<file path="src/rtl/cpu_pkg.sv">
// Shared definitions for the CS220 datapath front end.
// Latency: n/a (constants and types only).
// Backpressure: n/a.
//
// Contents: datapath widths, the halt opcode, opcode field position and the
// fetch FSM state encoding.
package cpu_pkg;

  localparam int PC_W    = 5;
  localparam int INSTR_W = 32;

  // Opcode lives in the top six bits of every instruction word.
  localparam int OPC_HI = 31;
  localparam int OPC_LO = 26;
  localparam int OPC_W  = OPC_HI - OPC_LO + 1;

  localparam logic [OPC_W-1:0] HALT_OP = 6'b111111;

  typedef enum logic {
    ST_RUN  = 1'b0,
    ST_HALT = 1'b1
  } fetch_state_t;

endpackage : cpu_pkg

</file>
<file path="src/rtl/imem_1w1r.sv">
// Instruction memory: one synchronous write port, one asynchronous read port.
// Latency: read is combinational; write lands at the rising edge.
// Backpressure: none; both ports are always available.
//
// Ports:
//   i_clk            clock
//   i_we/i_waddr/i_wdata  program-load write port
//   i_raddr          read address
//   o_rdata          read data (reflects contents before any write at this edge)
module imem_1w1r
  import cpu_pkg::*;
#(
  parameter int ADDR_W = cpu_pkg::PC_W,
  parameter int DATA_W = cpu_pkg::INSTR_W
) (
  input  logic              i_clk,
  input  logic              i_we,
  input  logic [ADDR_W-1:0] i_waddr,
  input  logic [DATA_W-1:0] i_wdata,
  input  logic [ADDR_W-1:0] i_raddr,
  output logic [DATA_W-1:0] o_rdata
);

  // Contents are deliberately not reset; the program is loaded explicitly.
  logic [DATA_W-1:0] r_mem [2**ADDR_W];

  always_ff @(posedge i_clk) begin
    if (i_we) begin
      r_mem[i_waddr] <= i_wdata;
    end
  end

  assign o_rdata = r_mem[i_raddr];

endmodule : imem_1w1r

</file>
<file path="src/rtl/instr_fetch.sv">
// Instruction fetch: owns the PC, reads imem and presents {pc, instr} to decode.
// Latency: 1 cycle from fetch PC to registered output; 1 bubble after a redirect.
// Backpressure: valid/ready; output and fetch PC hold while o_out_valid && !i_out_ready.
//
// Ports:
//   i_clk, i_rst_n                       clock, async active-low reset
//   i_imem_we/i_imem_waddr/i_imem_wdata  program load into instruction memory
//   i_redir_valid/i_redir_pc             taken branch/jump; flushes the output
//   o_out_valid/i_out_ready              output handshake
//   o_out_pc/o_out_instr                 delivered PC and instruction
//   o_halted                             fetch stopped on the halt opcode
module instr_fetch
  import cpu_pkg::*;
#(
  parameter int               PC_W     = cpu_pkg::PC_W,
  parameter int               INSTR_W  = cpu_pkg::INSTR_W,
  parameter logic [PC_W-1:0]  RESET_PC = '0,
  parameter logic [OPC_W-1:0] HALT_OP  = cpu_pkg::HALT_OP
) (
  input  logic               i_clk,
  input  logic               i_rst_n,
  input  logic               i_imem_we,
  input  logic [PC_W-1:0]    i_imem_waddr,
  input  logic [INSTR_W-1:0] i_imem_wdata,
  input  logic               i_redir_valid,
  input  logic [PC_W-1:0]    i_redir_pc,
  output logic               o_out_valid,
  input  logic               i_out_ready,
  output logic [PC_W-1:0]    o_out_pc,
  output logic [INSTR_W-1:0] o_out_instr,
  output logic               o_halted
);

  localparam logic [PC_W-1:0] PC_ONE = 1;

  fetch_state_t        r_state;
  fetch_state_t        w_state_nxt;
  logic [PC_W-1:0]     r_fetch_pc;
  logic                r_out_valid;
  logic [PC_W-1:0]     r_out_pc;
  logic [INSTR_W-1:0]  r_out_instr;

  logic [INSTR_W-1:0]  w_rd_data;
  logic                w_load;
  logic                w_is_halt;

  imem_1w1r #(
    .ADDR_W (PC_W),
    .DATA_W (INSTR_W)
  ) u_imem (
    .i_clk   (i_clk),
    .i_we    (i_imem_we),
    .i_waddr (i_imem_waddr),
    .i_wdata (i_imem_wdata),
    .i_raddr (r_fetch_pc),
    .o_rdata (w_rd_data)
  );

  // A new word may enter the output register when running, the slot is free
  // or being drained this cycle, and no redirect is flushing it.
  assign w_load    = (r_state == ST_RUN) && (!r_out_valid || i_out_ready) && !i_redir_valid;
  assign w_is_halt = (w_rd_data[OPC_HI:OPC_LO] == HALT_OP);

  // FSM state register.
  always_ff @(posedge i_clk or negedge i_rst_n) begin
    if (!i_rst_n) begin
      r_state <= ST_RUN;
    end else begin
      r_state <= w_state_nxt;
    end
  end

  // Next state: redirect always resumes running; a loaded halt word parks us.
  always_comb begin
    w_state_nxt = r_state;
    if (i_redir_valid) begin
      w_state_nxt = ST_RUN;
    end else if (w_load && w_is_halt) begin
      w_state_nxt = ST_HALT;
    end
  end

  // PC and output register.
  always_ff @(posedge i_clk or negedge i_rst_n) begin
    if (!i_rst_n) begin
      r_fetch_pc  <= RESET_PC;
      r_out_valid <= 1'b0;
      r_out_pc    <= '0;
      r_out_instr <= '0;
    end else if (i_redir_valid) begin
      // Flush even a held (unaccepted) instruction.
      r_out_valid <= 1'b0;
      r_fetch_pc  <= i_redir_pc;
    end else if (w_load) begin
      r_out_valid <= 1'b1;
      r_out_pc    <= r_fetch_pc;
      r_out_instr <= w_rd_data;
      // The halt word is delivered but the PC stays on it until redirected.
      if (!w_is_halt) begin
        r_fetch_pc <= r_fetch_pc + PC_ONE;
      end
    end else if (r_out_valid && i_out_ready) begin
      r_out_valid <= 1'b0;
    end
  end

  assign o_out_valid = r_out_valid;
  assign o_out_pc    = r_out_pc;
  assign o_out_instr = r_out_instr;
  assign o_halted    = (r_state == ST_HALT);

endmodule : instr_fetch

</file>
<file path="config.mk">
export PLATFORM = sky130hd
export DESIGN_NAME = instr_fetch
export DESIGN_NICKNAME = d
export VERILOG_FILES = /design/src/rtl/cpu_pkg.sv /design/src/rtl/imem_1w1r.sv /design/src/rtl/instr_fetch.sv
export SDC_FILE = /design/constraint.sdc
export NUM_CORES = 1
export LEC_CHECK = 0
export ABC_AREA = 1
export CAP_MARGIN = 20
export CORE_MARGIN = 2
export CORE_UTILIZATION = 45
export DETAILED_ROUTE_END_ITERATION = 8
export SLEW_MARGIN = 20
export SYNTH_ARGS = -nofsm -noshare
export SYNTH_HDL_FRONTEND = slang
export SYNTH_SLANG_ARGS = --single-unit
</file>
<file path="constraint.sdc">
create_clock -name i_clk -period 2.75 [get_ports i_clk]
set_clock_uncertainty 0.2 [all_clocks]
set_input_delay 0.55 -clock i_clk [delete_from_list [all_inputs] [get_ports i_clk]]
set_output_delay 0.55 -clock i_clk [all_outputs]
set_load 0.01 [all_outputs]
</file>
==> results of run 1 <==
==> metal layers <==
| metal | up-vias | GRT usage |
|---|---|---|
| met5 | - | 0 |
| met4 | 0 | 0.0764 |
| met3 | 201 | 0.0382 |
| met2 | 1395 | 0.399 |
| met1 | 13963 | 0.356 |
| li1 | 12199 | - |
==> kinds of logic (layout without fill, tap and decap cells) <==
| family | count (synthesis) | in the layout | share of synthesized area |
|---|---|---|---|
| buffers and inverters | 286 | 543 | 0.0322 |
| XOR/XNOR | 1 | 1 | 0.000208 |
| AO/OA/AOI/OAI | 698 | 698 | 0.0957 |
| flip-flops | 1068 | 1068 | 0.758 |
| AND/OR/NAND/NOR | 1188 | 1188 | 0.114 |
| adder cells (fa/ha/maj) | 1 | 1 | 0.000298 |
==> state kept, by name, indices dropped and copies added, names as in the netlist <==
register / cells
o_out_instr: 32
o_halted: 1
r_fetch_pc: 5
o_out_valid: 1
o_out_pc: 5
u_imem.r_mem: 1024
==> worst max-delay path by stage <==
stage / end / slack, ns / cells past startpoint
2_1_floorplan: u_imem.r_mem[8][0]$_DFFE_PP_ / -0.08 / 3
3_3_place_gp: u_imem.r_mem[16][7]$_DFFE_PP_ / 0.03 / 5
3_5_place_dp: u_imem.r_mem[16][8]$_DFFE_PP_ / 0.003 / 5
4_1_cts: o_out_instr[2] / 0.11 / 1
5_1_grt: o_out_instr[12]$_DFFE_PN0P_ / 0.02 / 9
6_report: o_out_instr[4]$_DFFE_PN0P_ / 0.09 / 9
==> critical path: stages (launching register included) <==
cell	delay [ns]
dfrtp_4	0.51
buf_12	0.26
buf_12	0.24
buf_12	0.31
o21ai_0	0.18
o221ai_1	0.40
nand3_1	0.16
nand3_1	0.12
nand2_1	0.06
nand3_1	0.08
==> cell usage after synthesis, types with 44 or more instances <==
cell	n
o22ai_1	120
edfxtp_1	1024
clkbuf_1	112
nand3_1	213
o221ai_1	86
inv_1	66
buf_2	60
nand2_1	438
nor2_1	519
dfrtp_1	44
o21ai_0	436
==> timing repair <==
action | 4_1_cts | 5_1_grt
resized for setup | 0 | 0
endpoints found under the hold margin | 44 | 0
hold buffers | 1 | 0
==> final cells by class <==
type | instances | area [µm²]
Sequential cell | 1068 | 31900
Timing Repair Buffer | 271 | 3170
Multi-Input combinational cell | 1888 | 9070
Clock inverter | 36 | 309
Fill cell | 7614 | 43500
Clock buffer | 166 | 3130
Inverter | 70 | 284
Tap cell | 1254 | 1570
==> power groups by stage <==
stage,sequential (µW),clock (µW),combinational (µW)
finish,18700,14200,9590
floorplan,18900,0,5460
CTS,18700,14400,9590
global placement,19000,0,9420
global route,18700,15000,10400
detailed placement,19000,0,9540
==> stage by stage <==
| step | cell area, µm² | util | TNS [ns] | cells | hold slack [ns] |
|---|---|---|---|---|---|
| 2_1_floorplan | 42000 | - | -60.49 | 3242 | 0.0544 |
| 3_3_place_gp | 45900 | 0.495 | 0 | 4550 | 0.269 |
| 3_5_place_dp | 45900 | 0.495 | 0 | 4550 | 0.262 |
| 4_1_cts | 49400 | 0.532 | 0 | 4753 | 0.211 |
| 5_1_grt | 49400 | 0.532 | 0 | 4753 | 0.237 |
| 6_report | 49400 | 0.532 | 0 | 4753 | 0.234 |
==> impl_metrics.json, run 1 <==
{
  "max_freq_mhz": 376,
  "die_area_um2": 95800,
  "clockRootBuffer": "clkbuf_16",
  "power.switching_uw": 12700,
  "cts_tree": "yes",
  "rows": 112,
  "synth_seq_cells": 1068,
  "power-per-cell-area_nw_per_um2": 859,
  "wl_per_cell_um": 25.3,
  "rsz0062_at_grt": "no",
  "die_h_um": 310,
  "dp_hpwl_um": 66800,
  "r2r_start": "r_fetch_pc[0]$_DFFE_PN0P_",
  "grt_pass1_wl_um": 175000,
  "clock_latency_ns": 0.69,
  "min_path_type": "primary input to async pin",
  "grt_use_total": 0.250,
  "leakagePower_uw": 0.0166,
  "min_period_ns": 2.66,
  "clk_pin_slew_ns": 0.06,
  "synth_ff_type": "edfxtp_1",
  "synth_cells": 3242,
  "tightest_slew_ns": 0.772,
  "drv_slew": 0,
  "gp_congestion": 0.840,
  "wl_um": 120000,
  "cts_max_level": 3,
  "finalPower_uw": 42400,
  "io_buffers": 85,
  "drtIter0Drc": 3508,
  "clkSinkCount": 1068,
  "min_period_over_period": 0.967,
  "p_int_uw": 29700,
  "met3_length_um": 10400,
  "core_um2": 92900,
  "critical_path.startpoint": "r_fetch_pc[0]$_DFFE_PN0P_",
  "syn_avg_cell_area_um2": 13.0,
  "synth_edf_count": 1024,
  "combPwrFrac": 0.226,
  "viasPerCell": 5.84,
  "layout_setup_ws_ns": 0.0908,
  "dr_total_vias": 27758,
  "r2r_slack_ns": 0.09,
  "grt_pass1_vias": 26807,
  "ios": 86,
  "start_util": 0.452,
  "wl_met2_um": 56200,
  "yosys.area.top_type": "edfxtp_1",
  "drive_above_1_share": 0.111,
  "mostFrequentLayoutCells": "edfxtp_1, nor2_1, nand2_1, o21ai_0, nand3_1",
  "antenna_found_initial": 0,
  "hold_violations": 0,
  "cp_data_arrival_time_ns": 3.06,
  "vdd_drop_max_uv": 653,
  "dieWidth_um": 310,
  "numCtsBuffers": 108,
  "relSlewSlack": 0.485,
  "top_layer_used": "met4",
  "seq_power_share": 0.440,
  "grt_overflow": 0,
  "grt_max_degree": 71,
  "drv_cap": 0,
  "switching_share": 0.300,
  "dp_slack_ns": 0.00272,
  "synthTopCellsByArea": "edfxtp_1, o21ai_0, nor2_1",
  "start_kind": "flip-flop",
  "worstReg2RegEnd": "o_out_instr[4]$_DFFE_PN0P_",
  "crit_required_ns": 3.15,
  "synthArstFlopShare": 0.0412,
  "ant_nets": 0,
  "post_cts_buffers": 0,
  "crit_fanout": 70,
  "setup_violations": 0,
  "crit_path_end_kind": "flip-flop",
  "synth_nets": 3290,
  "ys_seq_area_frac": 0.758,
  "critPathKind": "flip-flop to flip-flop",
  "yosys_warnings": 0,
  "finalNetCount": 3455,
  "cts_max_path_buffers": 3,
  "synthesis.area_um2": 42000,
  "outcome": "completed",
  "drc": 0,
  "syn2layout_area_growth_pct": 17.6,
  "layout_commonest_cell": "edfxtp_1",
  "reg2regPathDepth": 9,
  "synth_top_cell_area_share": 0.732,
  "power_frac_clock": 0.334,
  "drt-met1-wl_um": 50300,
  "firstDrtPassIters": 5,
  "ys_types": 32,
  "antenna_cells": 0
}
(Power assumes the default switching activity.)
==> inputs of run 2 (changes only) <==
- ABC_AREA: 1 -> unset
- REMOVE_ABC_BUFFERS: unset -> 1
- SLEW_MARGIN: 20 -> unset
==> run 2 against run 1 <==
Effect of this change:
- the run now ends with negative setup slack left
- hold slack improved by 0.0062 ns
- critical path depth did not move
- routed wire length fell by 17%
- critical endpoint is now r_fetch_pc[1]$_DFFE_PN0P_
==> impl_metrics.json, run 2 <==
{
  "leakagePower_uw": 0.0162,
  "die_h_um": 305,
  "io_buffers": 85,
  "syn_avg_cell_area_um2": 22.9,
  "synthesis.area_um2": 40800,
  "layout_commonest_cell": "edfxtp_1",
  "synth.most_common_cell": "edfxtp_1",
  "grt_pass1_vias": 20328,
  "syn2layout_area_growth_pct": 22.6,
  "drive_above_1_share": 0.340,
  "dieWidth_um": 305,
  "grt_overflow": 0,
  "drv_slew": 0,
  "synth_top_cells_by_count": "edfxtp_1, mux4_2, mux2i_1",
  "dp_hpwl_um": 56700,
  "relSlewSlack": 0.323,
  "start_util": 0.454,
  "reg2regPathDepth": 9,
  "top_register": "u_imem.r_mem",
  "drc": 0,
  "antenna_found_initial": 0,
  "min_period_over_period": 1.11,
  "cp_data_arrival_time_ns": 3.40,
  "grt_pass1_wl_um": 142000,
  "synth_top_cell_area_share": 0.753,
  "crit_fanout": 7,
  "synthTopCellsByArea": "edfxtp_1, mux4_2, dfrtp_1",
  "yosys.area.top_type": "edfxtp_1",
  "hold_violations": 0,
  "mostFrequentLayoutCells": "edfxtp_1, mux4_2, clkbuf_16, buf_4, clkdlybuf4s50_1",
  "crit_required_ns": 3.09,
  "die_area_um2": 93200,
  "drtIter0Drc": 2414,
  "min_path_type": "primary input to async pin",
  "r2r_start": "r_fetch_pc[0]$_DFFE_PN0P_",
  "grt_max_degree": 45,
  "yosys_warnings": 0,
  "wl_um": 100000,
  "viasPerCell": 5.82,
  "clk_pin_slew_ns": 0.06,
  "synth_ff_type": "edfxtp_1",
  "layout_setup_ws_ns": -0.314,
  "rsz0062_at_grt": "yes",
  "max_freq_mhz": 326,
  "firstDrtPassIters": 5,
  "ys_types": 52,
  "ys_seq_area_frac": 0.780,
  "min_period_ns": 3.06,
  "rows": 110,
  "clockRootBuffer": "clkbuf_16",
  "power-per-cell-area_nw_per_um2": 819,
  "ios": 86,
  "gp_congestion": 0.789,
  "cts_max_path_buffers": 3,
  "antenna_cells": 0,
  "ant_nets": 0,
  "hold_ws_ns": 0.240,
  "clock_latency_ns": 0.66,
  "synth_cells": 1783,
  "drv_cap": 0,
  "synthArstFlopShare": 0.0412,
  "cts_tree": "yes",
  "tightest_slew_ns": 1.01,
  "dp_slack_ns": -0.486,
  "failed_checks": "negative setup slack",
  "start_kind": "flip-flop",
  "finalNetCount": 2174,
  "synth_seq_cells": 1068,
  "worstReg2RegEnd": "r_fetch_pc[1]$_DFFE_PN0P_",
  "vdd_drop_max_uv": 628,
  "outcome": "finished, violations left",
  "synth_edf_count": 1024,
  "wl_per_cell_um": 29.5,
  "critPathKind": "flip-flop to flip-flop",
  "core_um2": 90000,
  "crit_path_end_kind": "flip-flop",
  "grt_use_total": 0.213,
  "largest_register_ffs": 1024,
  "clkSinkCount": 1068,
  "endpoint": "r_fetch_pc[1]$_DFFE_PN0P_",
  "setup_violations": 20,
  "r2r_slack_ns": -0.31,
  "dr_total_vias": 19708,
  "numCtsBuffers": 106,
  "critical_path.startpoint": "r_fetch_pc[0]$_DFFE_PN0P_",
  "cts_max_level": 3
}
-- run 2: cell types whose count changed in the layout (fill, tap and decap cells not counted), moves of 11 or more --
cell | previous run | this run
a22oi_1 | 0 | 11
buf_16 | 0 | 11
buf_6 | 0 | 15
clkbuf_1 | 40 | 25
inv_1 | 64 | 1
mux2i_1 | 0 | 82
mux4_2 | 0 | 277
nand2_1 | 437 | 61
nand3_1 | 213 | 10
nor2_1 | 485 | 16
o211ai_1 | 19 | 2
o21ai_0 | 436 | 15
o221ai_1 | 86 | 0
o22ai_1 | 120 | 0
-- run 2: final cells by class --
type	count	area, µm²
flip-flops and latches	1068	31900
clock inverters	49	568
multi-input cells	616	8890
inverters	3	13.8
well taps	1176	1470
repair buffers	331	4260
clock buffers	146	2990
fillers	6719	40000
-- run 2: worst min-delay path by stage --
stage	cells after the start	endpoint	slack, ns	from
finish	2	o_out_instr[12]$_DFFE_PN0P_	0.24	i_rst_n
global route	2	o_out_instr[26]$_DFFE_PN0P_	0.27	i_rst_n
CTS	2	o_out_instr[12]$_DFFE_PN0P_	0.23	i_rst_n
detailed placement	2	o_out_pc[0]$_DFFE_PN0P_	0.27	o_out_pc[0]$_DFFE_PN0P_
global placement	2	o_out_pc[1]$_DFFE_PN0P_	0.26	o_out_pc[1]$_DFFE_PN0P_
floorplan	0	o_halted$_DFFE_PN0P_	0.05	i_rst_n
-- run 2: kinds of logic after synthesis --
family,after synthesis,share of synthesized area
mux,368,0.175
flops,1068,0.780
simple gates,155,0.0170
xor+xnor,1,0.000215
buf+inv,99,0.0127
fa+ha+maj,1,0.000306
compound gates,91,0.0146
-- run 2: repair_timing --
action	4_1_cts	5_1_grt
endpoints found under the setup margin	31	29
hold endpoints to repair	29	0
resized for setup	70	56
pin swaps	9	6
hold buffers	1	0
buffers inserted	12	14
gates cloned	4	11
-- run 2: stage by stage --
stage	cell area (µm²)	util	std cells	power, µW	setup TNS (ns)
5_1_grt	50100	0.556	3389	42300	-3.65
3_5_place_dp	45500	0.505	3155	25900	-17.01
2_1_floorplan	40300	-	1687	23000	-524.93
4_1_cts	49500	0.550	3366	40800	-1.44
6_report	50100	0.556	3389	41000	-2.10
3_3_place_gp	45500	0.505	3155	25800	-14.89
-- run 2: power by group --
| group | total (µW) | internal, µW | switching [µW] |
|---|---|---|---|
| registers | 18600 | 18300 | 300 |
| clock network | 14600 | 8700 | 5930 |
| logic | 7760 | 4210 | 3560 |
| total | 41000 | 31200 | 9790 |
-- run 2: worst max-delay path, stage by stage (launching register included) --
cell,delay (ns)
dfrtp_4,0.57
buf_8,0.17
mux4_2,0.33
nor2b_1,0.14
a21oi_1,0.06
a32o_2,0.29
or2_1,0.22
o41a_1,0.38
mux2_4,0.32
mux2_2,0.26
-- run 2: routing by layer --
metal / share of wire / up-vias / track usage
met5: 0 / - / 0
met4: 0.019 / 0 / 0.0528
met3: 0.065 / 132 / 0.0334
met2: 0.47 / 716 / 0.330
met1: 0.44 / 10612 / 0.321
li1: - / 8248 / -
